[src/rtl/lcd_write_sequencer.sv]
// ---------------------------------------------------------------------------
// lcd_write_sequencer
//
// Generates HD44780-style write cycles (setup, enable pulse, hold, busy wait)
// on a write-only character LCD bus and shares that bus round-robin between
// two requesters. Clear (0x01) and home (0x02) commands get the long busy
// wait; every other write gets the short one.
//
// Optional feature macro: LCD_INIT_EN
//   When defined, reset enters a power-up delay and then issues the LCD init
//   command string (0x38, 0x38, 0x38, 0x0C, 0x01, 0x06) before accepting any
//   requester. When undefined, reset goes straight to IDLE.
//
// Ports:
//   clkin_50          system clock (50 MHz)
//   rst               synchronous reset, active-high
//   a_req/a_rs/a_data port A request (level, held until a_ack), reg select, byte
//   a_ack             one-cycle pulse on the last busy-wait cycle of A's write
//   b_req/b_rs/b_data port B, same as port A
//   b_ack             one-cycle pulse on the last busy-wait cycle of B's write
//   busy              high whenever the sequencer is not idle
//   lcd_d_out         LCD data bus value
//   lcd_en            LCD enable strobe
//   lcd_rw            LCD read/write, tied to write (0)
//   lcd_rs            LCD register select
// ---------------------------------------------------------------------------
module lcd_write_sequencer #(
  parameter int SETUP_CYC      = 2,
  parameter int EN_CYC         = 12,
  parameter int HOLD_CYC       = 2,
  parameter int SHORT_WAIT_CYC = 2000,
  parameter int LONG_WAIT_CYC  = 82000,
  parameter int POWERUP_CYC    = 750000
) (
  input  logic       clkin_50,
  input  logic       rst,
  input  logic       a_req,
  input  logic       a_rs,
  input  logic [7:0] a_data,
  output logic       a_ack,
  input  logic       b_req,
  input  logic       b_rs,
  input  logic [7:0] b_data,
  output logic       b_ack,
  output logic       busy,
  output logic [7:0] lcd_d_out,
  output logic       lcd_en,
  output logic       lcd_rw,
  output logic       lcd_rs
);

  // Counter load values: each timed state lasts N cycles, counting N-1 .. 0.
  localparam logic [19:0] SETUP_LD = 20'(SETUP_CYC - 1);
  localparam logic [19:0] EN_LD    = 20'(EN_CYC - 1);
  localparam logic [19:0] HOLD_LD  = 20'(HOLD_CYC - 1);
  localparam logic [19:0] SHORT_LD = 20'(SHORT_WAIT_CYC - 1);
  localparam logic [19:0] LONG_LD  = 20'(LONG_WAIT_CYC - 1);
`ifdef LCD_INIT_EN
  localparam logic [19:0] PWR_LD   = 20'(POWERUP_CYC - 1);
`endif

  typedef enum logic [2:0] {
    S_IDLE, S_SETUP, S_ENABLE, S_HOLD, S_WAIT, S_INIT_PWR, S_INIT_CMD
  } state_e;

  state_e      state_q, state_d;
  logic [19:0] cnt_q, cnt_d;
  logic [19:0] wait_ld_q, wait_ld_d;
  logic        rs_q, rs_d;
  logic [7:0]  data_q, data_d;
  logic        en_q, en_d;
  logic        busy_q, busy_d;
  logic        a_ack_q, a_ack_d;
  logic        b_ack_q, b_ack_d;
  logic        last_b_q, last_b_d;  // 1: port B was granted most recently
  logic        gnt_b_q, gnt_b_d;    // port owning the write in flight

  logic        cnt_zero;
  logic        grant, pick_b, sel_rs, ack_fire, init_phase;
  logic [7:0]  sel_data;

  // Clear and home need the long busy wait.
  function automatic logic [19:0] wait_load(input logic rs, input logic [7:0] d);
    return (!rs && (d == 8'h01 || d == 8'h02)) ? LONG_LD : SHORT_LD;
  endfunction

`ifdef LCD_INIT_EN
  logic       in_init_q, in_init_d;
  logic [2:0] idx_q, idx_d;

  function automatic logic [7:0] init_cmd(input logic [2:0] i);
    case (i)
      3'd3:    return 8'h0C;
      3'd4:    return 8'h01;
      3'd5:    return 8'h06;
      default: return 8'h38;
    endcase
  endfunction

  assign init_phase = in_init_q;
`else
  assign init_phase = 1'b0;
`endif

  assign cnt_zero = (cnt_q == '0);

  // Round-robin: on a tie the port not granted last wins.
  assign grant    = a_req | b_req;
  assign pick_b   = b_req & (~a_req | ~last_b_q);
  assign sel_rs   = pick_b ? b_rs : a_rs;
  assign sel_data = pick_b ? b_data : a_data;

  always_comb begin
    // NOTE: every signal assigned here gets a default first, so no path can
    // leave it unassigned and infer a latch.
    state_d   = state_q;
    cnt_d     = cnt_zero ? cnt_q : cnt_q - 20'd1;
    wait_ld_d = wait_ld_q;
    rs_d      = rs_q;
    data_d    = data_q;
    last_b_d  = last_b_q;
    gnt_b_d   = gnt_b_q;
`ifdef LCD_INIT_EN
    in_init_d = in_init_q;
    idx_d     = idx_q;
`endif

    case (state_q)
      S_IDLE: begin
        if (grant) begin
          state_d   = S_SETUP;
          cnt_d     = SETUP_LD;
          rs_d      = sel_rs;
          data_d    = sel_data;
          wait_ld_d = wait_load(sel_rs, sel_data);
          gnt_b_d   = pick_b;
          last_b_d  = pick_b;
        end
      end
      S_SETUP: begin
        if (cnt_zero) begin
          state_d = S_ENABLE;
          cnt_d   = EN_LD;
        end
      end
      S_ENABLE: begin
        if (cnt_zero) begin
          state_d = S_HOLD;
          cnt_d   = HOLD_LD;
        end
      end
      S_HOLD: begin
        if (cnt_zero) begin
          state_d = S_WAIT;
          cnt_d   = wait_ld_q;
        end
      end
      S_WAIT: begin
        if (cnt_zero) begin
`ifdef LCD_INIT_EN
          if (in_init_q && idx_q != 3'd6) begin
            state_d = S_INIT_CMD;
          end else begin
            state_d   = S_IDLE;
            in_init_d = 1'b0;
          end
`else
          state_d = S_IDLE;
`endif
        end
      end
`ifdef LCD_INIT_EN
      S_INIT_PWR: begin
        if (cnt_zero) state_d = S_INIT_CMD;
      end
      S_INIT_CMD: begin
        state_d   = S_SETUP;
        cnt_d     = SETUP_LD;
        rs_d      = 1'b0;
        data_d    = init_cmd(idx_q);
        wait_ld_d = wait_load(1'b0, init_cmd(idx_q));
        idx_d     = idx_q + 3'd1;
      end
`endif
      default: state_d = S_IDLE;
    endcase

    // Outputs are registered from the next state so they line up with it.
    en_d     = (state_d == S_ENABLE);
    busy_d   = (state_d != S_IDLE);
    ack_fire = (state_d == S_WAIT) && (cnt_d == '0) && !init_phase;
    a_ack_d  = ack_fire && !gnt_b_d;
    b_ack_d  = ack_fire && gnt_b_d;
  end

  always_ff @(posedge clkin_50) begin
    // NOTE: state is updated with non-blocking assignments so every flop
    // samples the pre-edge values and the update order does not matter.
    if (rst) begin
      wait_ld_q <= '0;
      rs_q      <= 1'b0;
      data_q    <= 8'h00;
      en_q      <= 1'b0;
      a_ack_q   <= 1'b0;
      b_ack_q   <= 1'b0;
      last_b_q  <= 1'b1;
      gnt_b_q   <= 1'b0;
`ifdef LCD_INIT_EN
      state_q   <= S_INIT_PWR;
      cnt_q     <= PWR_LD;
      busy_q    <= 1'b1;
      in_init_q <= 1'b1;
      idx_q     <= 3'd0;
`else
      state_q   <= S_IDLE;
      cnt_q     <= '0;
      busy_q    <= 1'b0;
`endif
    end else begin
      state_q   <= state_d;
      cnt_q     <= cnt_d;
      wait_ld_q <= wait_ld_d;
      rs_q      <= rs_d;
      data_q    <= data_d;
      en_q      <= en_d;
      busy_q    <= busy_d;
      a_ack_q   <= a_ack_d;
      b_ack_q   <= b_ack_d;
      last_b_q  <= last_b_d;
      gnt_b_q   <= gnt_b_d;
`ifdef LCD_INIT_EN
      in_init_q <= in_init_d;
      idx_q     <= idx_d;
`endif
    end
  end

  assign a_ack     = a_ack_q;
  assign b_ack     = b_ack_q;
  assign busy      = busy_q;
  assign lcd_d_out = data_q;
  assign lcd_en    = en_q;
  assign lcd_rs    = rs_q;
  assign lcd_rw    = 1'b0;

endmodule
[config.mk]
export PLATFORM = sky130hd
export DESIGN_NAME = lcd_write_sequencer
export DESIGN_NICKNAME = d
export VERILOG_FILES = /design/src/rtl/lcd_write_sequencer.sv
export SDC_FILE = /design/constraint.sdc
export NUM_CORES = 1
export LEC_CHECK = 0
export CORE_UTILIZATION = 58
export CTS_CLUSTER_DIAMETER = 50
export DETAILED_ROUTE_END_ITERATION = 10
export GPL_ROUTABILITY_DRIVEN = 0
export PLACE_DENSITY = 0.95
export SLEW_MARGIN = 20
export SYNTH_ARGS = -nofsm -noshare
export SYNTH_HDL_FRONTEND = slang
export SYNTH_SLANG_ARGS = --single-unit
[constraint.sdc]
create_clock -name clkin_50 -period 7.47 [get_ports clkin_50]
set_input_delay 1.494 -clock clkin_50 [delete_from_list [all_inputs] [get_ports clkin_50]]
set_output_delay 1.494 -clock clkin_50 [all_outputs]
set_load 0.01 [all_outputs]
# Yosys cells after proc, flatten, opt, wreduce, memory -nomap -nowiden
# Index checks and enable logic that the tools add are counted.
[word_totals]
romBits = 0
inputBits = 22
mem_count = 0
latchBits = 0
ram_bits = 0
ff_bits = 58
[classes]
bitwise_logic = 5
n_mul = 0
n_lt_le_gt_ge = 0
eq_ne = 8
shifts = 0
n_mux = 17
div = 0
n_reduce_logical = 12
add_sub_neg = 1
[op_table]
columns = ["operator", "n"]
rows = [
  ["2-to-1 mux 20 bit", 5],
  ["case mux 20 bit (4 select lines)", 1],
  ["logical NOT 20 bit", 2],
  ["subtractor 20 x 1 -> 20 bit, second input constant", 1],
  ["2-to-1 mux 17 bit", 1],
  ["2-to-1 mux 3 bit", 5],
  ["case mux 3 bit (5 select lines)", 1],
  ["== test 3 x 2 -> 1 bit, second input constant", 3],
  ["== test 8 x 1 -> 1 bit, second input constant", 1],
  ["== test 8 x 2 -> 1 bit, second input constant", 1],
  ["2-to-1 mux 8 bit", 1],
  ["== test 3 bit, second input constant", 2],
  ["logical AND 1 bit", 4],
  ["== test 3 x 1 -> 1 bit, second input constant", 1],
  ["logical NOT 3 bit", 1],
  ["2-to-1 mux 1 bit", 3],
  ["nonzero test 3 bit", 1],
  ["logical NOT 1 bit", 2],
  ["NOT 1 bit", 2],
  ["bitwise OR 1 bit", 2],
  ["AND reduction 2 bit", 1],
  ["bitwise AND 1 bit", 1],
  ["logical OR 1 bit", 1],
]

# Logic depth before layout (Yosys ltp)
# Gate-level depths: netlist of the first run.
[depth]
depth_word = 8
depth_mapped = 15

# Least setup slack after synthesis of the first run
# Ideal clock, no wire load.
[synth_timing]
path_kind = "register -> register"
start = "register cnt_q[8]"
end = "register b_ack_q (netlist: b_ack)"
path_stages_with_launch = 14
slack_ps = 4669
synth_period_minus_slack_ps = 2801
t_arrival_ps = 2723
path_cell_list = "dfxtp_1 nor4_1 nand4_1 nor2_1 buf_2 inv_1 ha_1 inv_1 o22ai_1 a211oi_1 nand3_1 a311oi_1 o2111ai_1 nor3_1"
[synth_between]
elab_chain_cells = 7
[synth_rtl]
columns = ["item", "line", "rtl"]
rows = [
  ["start: declaration", "67", "logic [19:0] cnt_q, cnt_d;"],
  ["start signal: assignment", "221", "cnt_q <= cnt_d;"],
  ["subtractor 20 x 1 -> 20 bit / logical NOT 20 bit (equally long branches)", "117, 105", ""],
  ["2-to-1 mux 20 bit", "117", "cnt_d = cnt_zero ? cnt_q : cnt_q - 20'd1;"],
  ["2-to-1 mux 20 bit, on equally long branches", "--", ""],
  ["case mux 20 bit (4 select lines)", "128", "case (state_q)"],
  ["logical NOT 20 bit", "191", "ack_fire = (state_d == S_WAIT) && (cnt_d == '0) && !init_phase;"],
  ["logical AND 1 bit *", "191", ""],
  ["logical AND 1 bit *", "193", "b_ack_d = ack_fire && gnt_b_d;"],
  ["end signal: assignment", "228", "b_ack_q <= b_ack_d;"],
  ["end: declaration", "74", "logic b_ack_q, b_ack_d;"],
]
# Mark *: on every way between the ends. The rest lies on a longest branch, timed or not.
# A chain may end at the register's enable or synchronous reset.

# Worst setup path after layout of the first run
[layout_timing]
start = "register cnt_q[8]"
end = "register a_ack_q (netlist: a_ack)"
[layout_between]
elab_chain_cells = 7
[layout_rtl]
columns = ["item", "line", "rtl"]
rows = [
  ["subtractor 20 x 1 -> 20 bit / logical NOT 20 bit (equally long branches)", "117, 105", ""],
  ["2-to-1 mux 20 bit", "117", ""],
  ["2-to-1 mux 20 bit, on equally long branches", "--", ""],
  ["case mux 20 bit (4 select lines)", "128", ""],
  ["logical NOT 20 bit", "191", ""],
  ["logical AND 1 bit *", "191", ""],
  ["logical AND 1 bit *", "192", "a_ack_d = ack_fire && !gnt_b_d;"],
  ["end signal: assignment", "227", "a_ack_q <= a_ack_d;"],
  ["end: declaration", "73", "logic a_ack_q, a_ack_d;"],
]
# Marked as above.

==> results.json, run 1 <==
{
  "dieHeight_um": 65.5,
  "instances_no_fill": 360,
  "critical_path.reg2reg.startpoint": "cnt_q[8]",
  "synthFlopType": "sky130_fd_sc_hd__dfxtp_1",
  "cts.reportedPaths.clkPinSlew_ps": 90,
  "worst_slew_margin_rel_pct": 50.9,
  "coreArea_mm2": 0.00377,
  "io_pins": 36,
  "timing.rr.end": "a_ack",
  "reg2regPathDepth": 12,
  "cts_resized": 0,
  "worstHoldEndpoint": "lcd_rs",
  "synth_cell_type_count": 57,
  "insertion_delay_ps": 310,
  "area_delta_synth_final_pct": 19.9,
  "ant_nets": 0,
  "global_route_wire_length_before_repair_mm": 10.8,
  "rsz0062_at_grt": "false",
  "fin_worst_hold_slack_ps": 503,
  "worstHoldPathCells": 2,
  "drive_above_1_share_pct": 8.33,
  "rows": 22,
  "layout.nets": 336,
  "yosysTopAreaCell": "sky130_fd_sc_hd__dfxtp_1",
  "yosysWarnings": 0,
  "wl_met1_mm": 2.57,
  "worst_slack_ps": 4160,
  "synthMostInstantiatedCell": "sky130_fd_sc_hd__dfxtp_1",
  "routed.top_layer": "met4",
  "hold_path_class": "flop to flop",
  "number_of_enable_type_register_cells_in_the_synthesized_netlist": 0,
  "clock.fmax_mhz": 303,
  "filler_cell_count": 241,
  "maxSlewViolCount": 0,
  "required_ps": 7700,
  "multiInputGateArea_mm2": 0.00142,
  "via_per_inst": 6.83,
  "vias": 2459,
  "postSynthNetCount": 309,
  "detailed_place_hpwl_mm": 4.38,
  "cts_tree": "yes",
  "cts_sinks": 41,
  "route.met2.wl_mm": 3.09,
  "worst_setup_path_end_kind": "flop",
  "synth-seq-cells": 41,
  "report.final.hold_viol_count": 0,
  "drc_errors": 0,
  "asyncSetResetFlopFracSynth_pct": 0,
  "synth.top_cell.area_share_pct": 35.1,
  "clockRootBuffer": "sky130_fd_sc_hd__clkbuf_8",
  "maxCapViolations": 0,
  "timing_worst_slew_pin_value_ps": 735,
  "post_cts.repair.setup_buffers": 0,
  "netlist_area_mm2": 0.00234,
  "totalNegativeSetupSlack_ps": 0,
  "antenna_found_initial": 0,
  "syn_area_per_cell_um2": 8.23,
  "outcome": "complete, no violations",
  "cts_hold_repair.buffers": 0,
  "cp.arrival_ps": 3530,
  "globalRouteTotalUtil_pct": 32.8,
  "seq_area_um2": 821,
  "clock-skew-final_ps": 12.5,
  "initial_core_util_pct": 62.0,
  "critical_path.startpoint_type": "flop",
  "criticalPathCategory": "flop to flop",
  "synth.area.top_cells": "sky130_fd_sc_hd__dfxtp_1 (35%), sky130_fd_sc_hd__a211oi_1 (4.8%), sky130_fd_sc_hd__nor2_1 (4.8%), sky130_fd_sc_hd__mux2i_1 (3.9%), sky130_fd_sc_hd__a21oi_1 (3.0%)",
  "timing.reg2reg.setup_slack_ps": 4160,
  "post-place-cells": 352,
  "seq_area_frac_synth_pct": 35.1,
  "postRouteWirelength_mm": 6.56,
  "maximum_clock_insertion_buffer_count": 2,
  "timing.critical_path.fanout_max": 7,
  "detail_route.wl_per_cell_um": 18.2,
  "layout_min_cycle_time_ps": 3310,
  "cts-buffers-inserted": 5,
  "netlist_instances": 284,
  "number_of_inserted_diodes": 0,
  "min_from": "lcd_rs",
  "overflow_left_after_global_routing": 0,
  "drtIter0Drc": 303,
  "detailroute.wirelength.met3_um": 685,
  "period_share_pct": 44.3,
  "htree_levels": 2,
  "place_worst_setup_slack_ps": 3570,
  "die_area_mm2": 0.00429,
  "vias_in_the_first_global_route": 2219,
  "fp.dieW_um": 65.5,
  "port-buffer-count": 34,
  "final_report_setup_violation_count": 0,
  "most_instantiated_cells_after_synthesis": "sky130_fd_sc_hd__dfxtp_1 (41), sky130_fd_sc_hd__nor2_1 (30), sky130_fd_sc_hd__nand2_1 (16)",
  "drt-pass1-iter-count": 5,
  "grt_max_degree": 33
}
==> layer usage <==
metal | track usage [%] | vias up
met3 | 7.12 | 27
li1 | - | 1116
met4 | 13.9 | 0
met2 | 54.5 | 186
met1 | 40.7 | 1130
met5 | 0 | -
==> critical path, cell delays in order, from the launching register on <==
cell,delay [ps]
sky130_fd_sc_hd__dfxtp_1,350
sky130_fd_sc_hd__nor4_1,510
sky130_fd_sc_hd__nand4_1,400
sky130_fd_sc_hd__nor2_1,250
sky130_fd_sc_hd__inv_1,140
sky130_fd_sc_hd__ha_1,320
sky130_fd_sc_hd__inv_1,60
sky130_fd_sc_hd__o22ai_1,70
sky130_fd_sc_hd__a211oi_1,310
sky130_fd_sc_hd__nand3_1,130
sky130_fd_sc_hd__a311oi_1,270
sky130_fd_sc_hd__o2111ai_1,170
sky130_fd_sc_hd__nor3_1,230
==> worst max-delay path by stage <==
stage	start	to	slack, ps	cells after the start
2_1_floorplan	cnt_q[8]	b_ack	4670	13
3_3_place_gp	b_req	a_ack	3790	7
3_5_place_dp	b_req	a_ack	3570	7
4_1_cts	b_req	a_ack	3900	7
5_1_grt	cnt_q[0]	b_ack	3960	14
6_report	cnt_q[8]	a_ack	4160	12
==> logic make-up (layout without fill, tap and decap cells) <==
kind of cell | Yosys count | after routing | synth area share, %
compound gates | 70 | 70 | 20.5
xor+xnor | 12 | 12 | 4.49
fa+ha+maj | 3 | 3 | 1.61
buf+inv | 23 | 51 | 4.60
flops | 41 | 41 | 35.1
mux | 11 | 11 | 4.82
other cells | 1 | 1 | 0.160
simple gates | 123 | 123 | 28.7
==> final cells by class <==
class	instances	share of cell area (%)
Sequential cell	41	29.3
Clock inverter	2	1.34
Clock buffer	6	2.95
Timing Repair Buffer	37	12.9
Tap cell	48	2.14
Multi-Input combinational cell	220	50.6
Inverter	6	0.803
==> metrics by stage <==
stage,area [µm²],util [%]
3_3_place_gp,2680,71.0
3_5_place_dp,2680,71.0
5_1_grt,2800,74.4
6_report,2800,74.4
4_1_cts,2800,74.2
2_1_floorplan,2340,-
==> cell usage in the layout, fill, tap and decap left out, drive strengths merged, types with 4 or more instances in the layout <==
cell	Yosys	routed
clkdlybuf4s50	0	34
or3	6	6
xnor2	5	5
nand2	16	16
xor2	7	7
dfxtp	41	41
nand4	7	7
nor2	30	30
a21oi	14	14
inv	6	6
nor3	12	12
clkbuf	10	6
o21ai	13	13
nand3	11	11
o211ai	4	4
nor4	11	11
mux2i	9	9
a211oi	15	15
nor2b	10	10
==> sequential cells by signal, indices dropped and copies added, names as in the netlist <==
register / count
lcd_d_out: 8
b_ack: 1
wait_ld_q: 3
gnt_b_q: 1
lcd_rs: 1
cnt_q: 20
a_ack: 1
state_q: 3
busy: 1
last_b_q: 1
lcd_en: 1
Power of run 1 is left out: the tool's default activity adds up to more than one toggle a clock period on the data nets, which glitch-free logic cannot reach.
==> inputs of run 2 (changes only) <==
--- a/config.mk
+++ b/config.mk
@@ -5,11 +5,11 @@
 export SDC_FILE = /design/constraint.sdc
 export NUM_CORES = 1
 export LEC_CHECK = 0
-export CORE_UTILIZATION = 58
+export CORE_UTILIZATION = 48
 export CTS_CLUSTER_DIAMETER = 50
 export DETAILED_ROUTE_END_ITERATION = 10
 export GPL_ROUTABILITY_DRIVEN = 0
-export PLACE_DENSITY = 0.95
+export PLACE_DENSITY = 0.86
 export SLEW_MARGIN = 20
 export SYNTH_ARGS = -nofsm -noshare
 export SYNTH_HDL_FRONTEND = slang
==> constraint.sdc (replaced) <==
create_clock -name clkin_50 -period 2.8 [get_ports clkin_50]
set_input_delay 0.56 -clock clkin_50 [delete_from_list [all_inputs] [get_ports clkin_50]]
set_output_delay 0.56 -clock clkin_50 [all_outputs]
set_load 0.01 [all_outputs]
==> results.json, run 2 (synthesis results as in run 1) <==
{
  "worstHoldPathCells": 2,
  "overflow_left_after_global_routing": 0,
  "critical_path.startpoint_type": "flop",
  "timing.critical_path.fanout_max": 3,
  "via_per_inst": 6.21,
  "clockRootBuffer": "sky130_fd_sc_hd__clkbuf_8",
  "fin_worst_hold_slack_ps": 501,
  "rows": 25,
  "global_route_wire_length_before_repair_mm": 10.1,
  "vias": 2341,
  "final_common_cell": "sky130_fd_sc_hd__dfxtp_1",
  "cts_hold_repair.buffers": 0,
  "maxCapViolations": 0,
  "drc_errors": 0,
  "hold_path_class": "flop to flop",
  "cts.reportedPaths.clkPinSlew_ps": 80,
  "maxSlewViolCount": 0,
  "cts-buffers-inserted": 5,
  "post_cts.repair.setup_buffers": 0,
  "cts_tree": "yes",
  "htree_levels": 2,
  "period_share_pct": 96.3,
  "max_reg_flops": 20,
  "grt_max_degree": 32,
  "drt-pass1-iter-count": 4,
  "place_worst_setup_slack_ps": 25.6,
  "outcome": "complete, no violations",
  "clock.fmax_mhz": 371,
  "insertion_delay_ps": 300,
  "required_ps": 3020,
  "dieHeight_um": 71.8,
  "io_pins": 36,
  "cp.arrival_ps": 2920,
  "die_area_mm2": 0.00516,
  "maximum_clock_insertion_buffer_count": 2,
  "vias_in_the_first_global_route": 2238,
  "clock-skew-final_ps": 4.99,
  "number_of_inserted_diodes": 0,
  "drive_above_1_share_pct": 13.6,
  "detailed_place_hpwl_mm": 4.38,
  "detail_route.wl_per_cell_um": 15.9,
  "worst_slew_margin_rel_pct": 61.2,
  "drtIter0Drc": 167,
  "initial_core_util_pct": 49.8,
  "worst_slack_ps": 105,
  "timing_worst_slew_pin_value_ps": 576,
  "cts_sinks": 41,
  "reg2regPathDepth": 12,
  "port-buffer-count": 34,
  "globalRouteTotalUtil_pct": 24.7,
  "mostFrequentLayoutCells": "sky130_fd_sc_hd__dfxtp_1 (39), sky130_fd_sc_hd__clkdlybuf4s50_1 (34), sky130_fd_sc_hd__nor2_1 (29), sky130_fd_sc_hd__nand2_1 (15)",
  "antenna_found_initial": 0,
  "coreArea_mm2": 0.00469,
  "final_report_setup_violation_count": 0,
  "layout.nets": 347,
  "layout_min_cycle_time_ps": 2700,
  "worst_setup_path_end_kind": "flop",
  "fp.dieW_um": 71.8,
  "report.final.hold_viol_count": 0,
  "postRouteWirelength_mm": 6.01,
  "area_delta_synth_final_pct": 24.9,
  "largest_register": "cnt_q",
  "ant_nets": 0,
  "criticalPathCategory": "flop to flop"
}
-- run 2: what timing repair did --
| action | in CTS | in global routing |
|---|---|---|
| setup endpoints to repair | 2 | 2 |
| endpoints found under the hold margin | 0 | 0 |
| cloned | 0 | 0 |
| resized for setup | 1 | 10 |
| pin swaps | 0 | 7 |
-- run 2: final timing paths --
check | from | endpoint | slack, ps
min reg2reg | lcd_d_out[7] | lcd_d_out[7] | 500
max reg2reg | cnt_q[4] | a_ack | 100
max | cnt_q[4] | a_ack | 100
min | lcd_d_out[7] | lcd_d_out[7] | 500
-- run 2: cell type report --
cell class                 instances  area (µm²)
clock inverter                     2        38.8
tap                               54        67.6
multi-input combinational        220        1450
sequential                        41         823
fill                             387        1770
inverter                           6        22.5
timing repair buffer              48         445
clock buffer                       6        72.6
-- run 2: metal layers --
| layer | part of all wire [%] | track usage [%] |
|---|---|---|
| met1 | 43 | 30.2 |
| met2 | 48 | 42.6 |
| met3 | 6.8 | 6.61 |
| met4 | 1.8 | 7.41 |
| met5 | 0 | 0 |
-- run 2: through the flow --
stage / std cells / utilization [%] / instance area, µm² / setup TNS (ps)
5_1_grt: 377 / 62.3 / 2920 / -110
3_5_place_dp: 369 / 59.0 / 2770 / 0
6_report: 377 / 62.3 / 2920 / 0
2_1_floorplan: 284 / - / 2340 / 0
3_3_place_gp: 369 / 59.0 / 2770 / 0
4_1_cts: 377 / 61.5 / 2890 / 0
-- run 2: critical path, cell delays in order (launching register included) --
cell                        delay (ps)
sky130_fd_sc_hd__dfxtp_1           340
sky130_fd_sc_hd__nor4_2            390
sky130_fd_sc_hd__nand4_1           260
sky130_fd_sc_hd__nor2_4            150
sky130_fd_sc_hd__inv_1              70
sky130_fd_sc_hd__ha_1              300
sky130_fd_sc_hd__inv_1              60
sky130_fd_sc_hd__o22ai_1            80
sky130_fd_sc_hd__a211oi_2          300
sky130_fd_sc_hd__nand3_1           120
sky130_fd_sc_hd__a311oi_1          220
sky130_fd_sc_hd__o2111ai_1         170
sky130_fd_sc_hd__nor3_1            180
Power of run 2 is left out for the same reason.
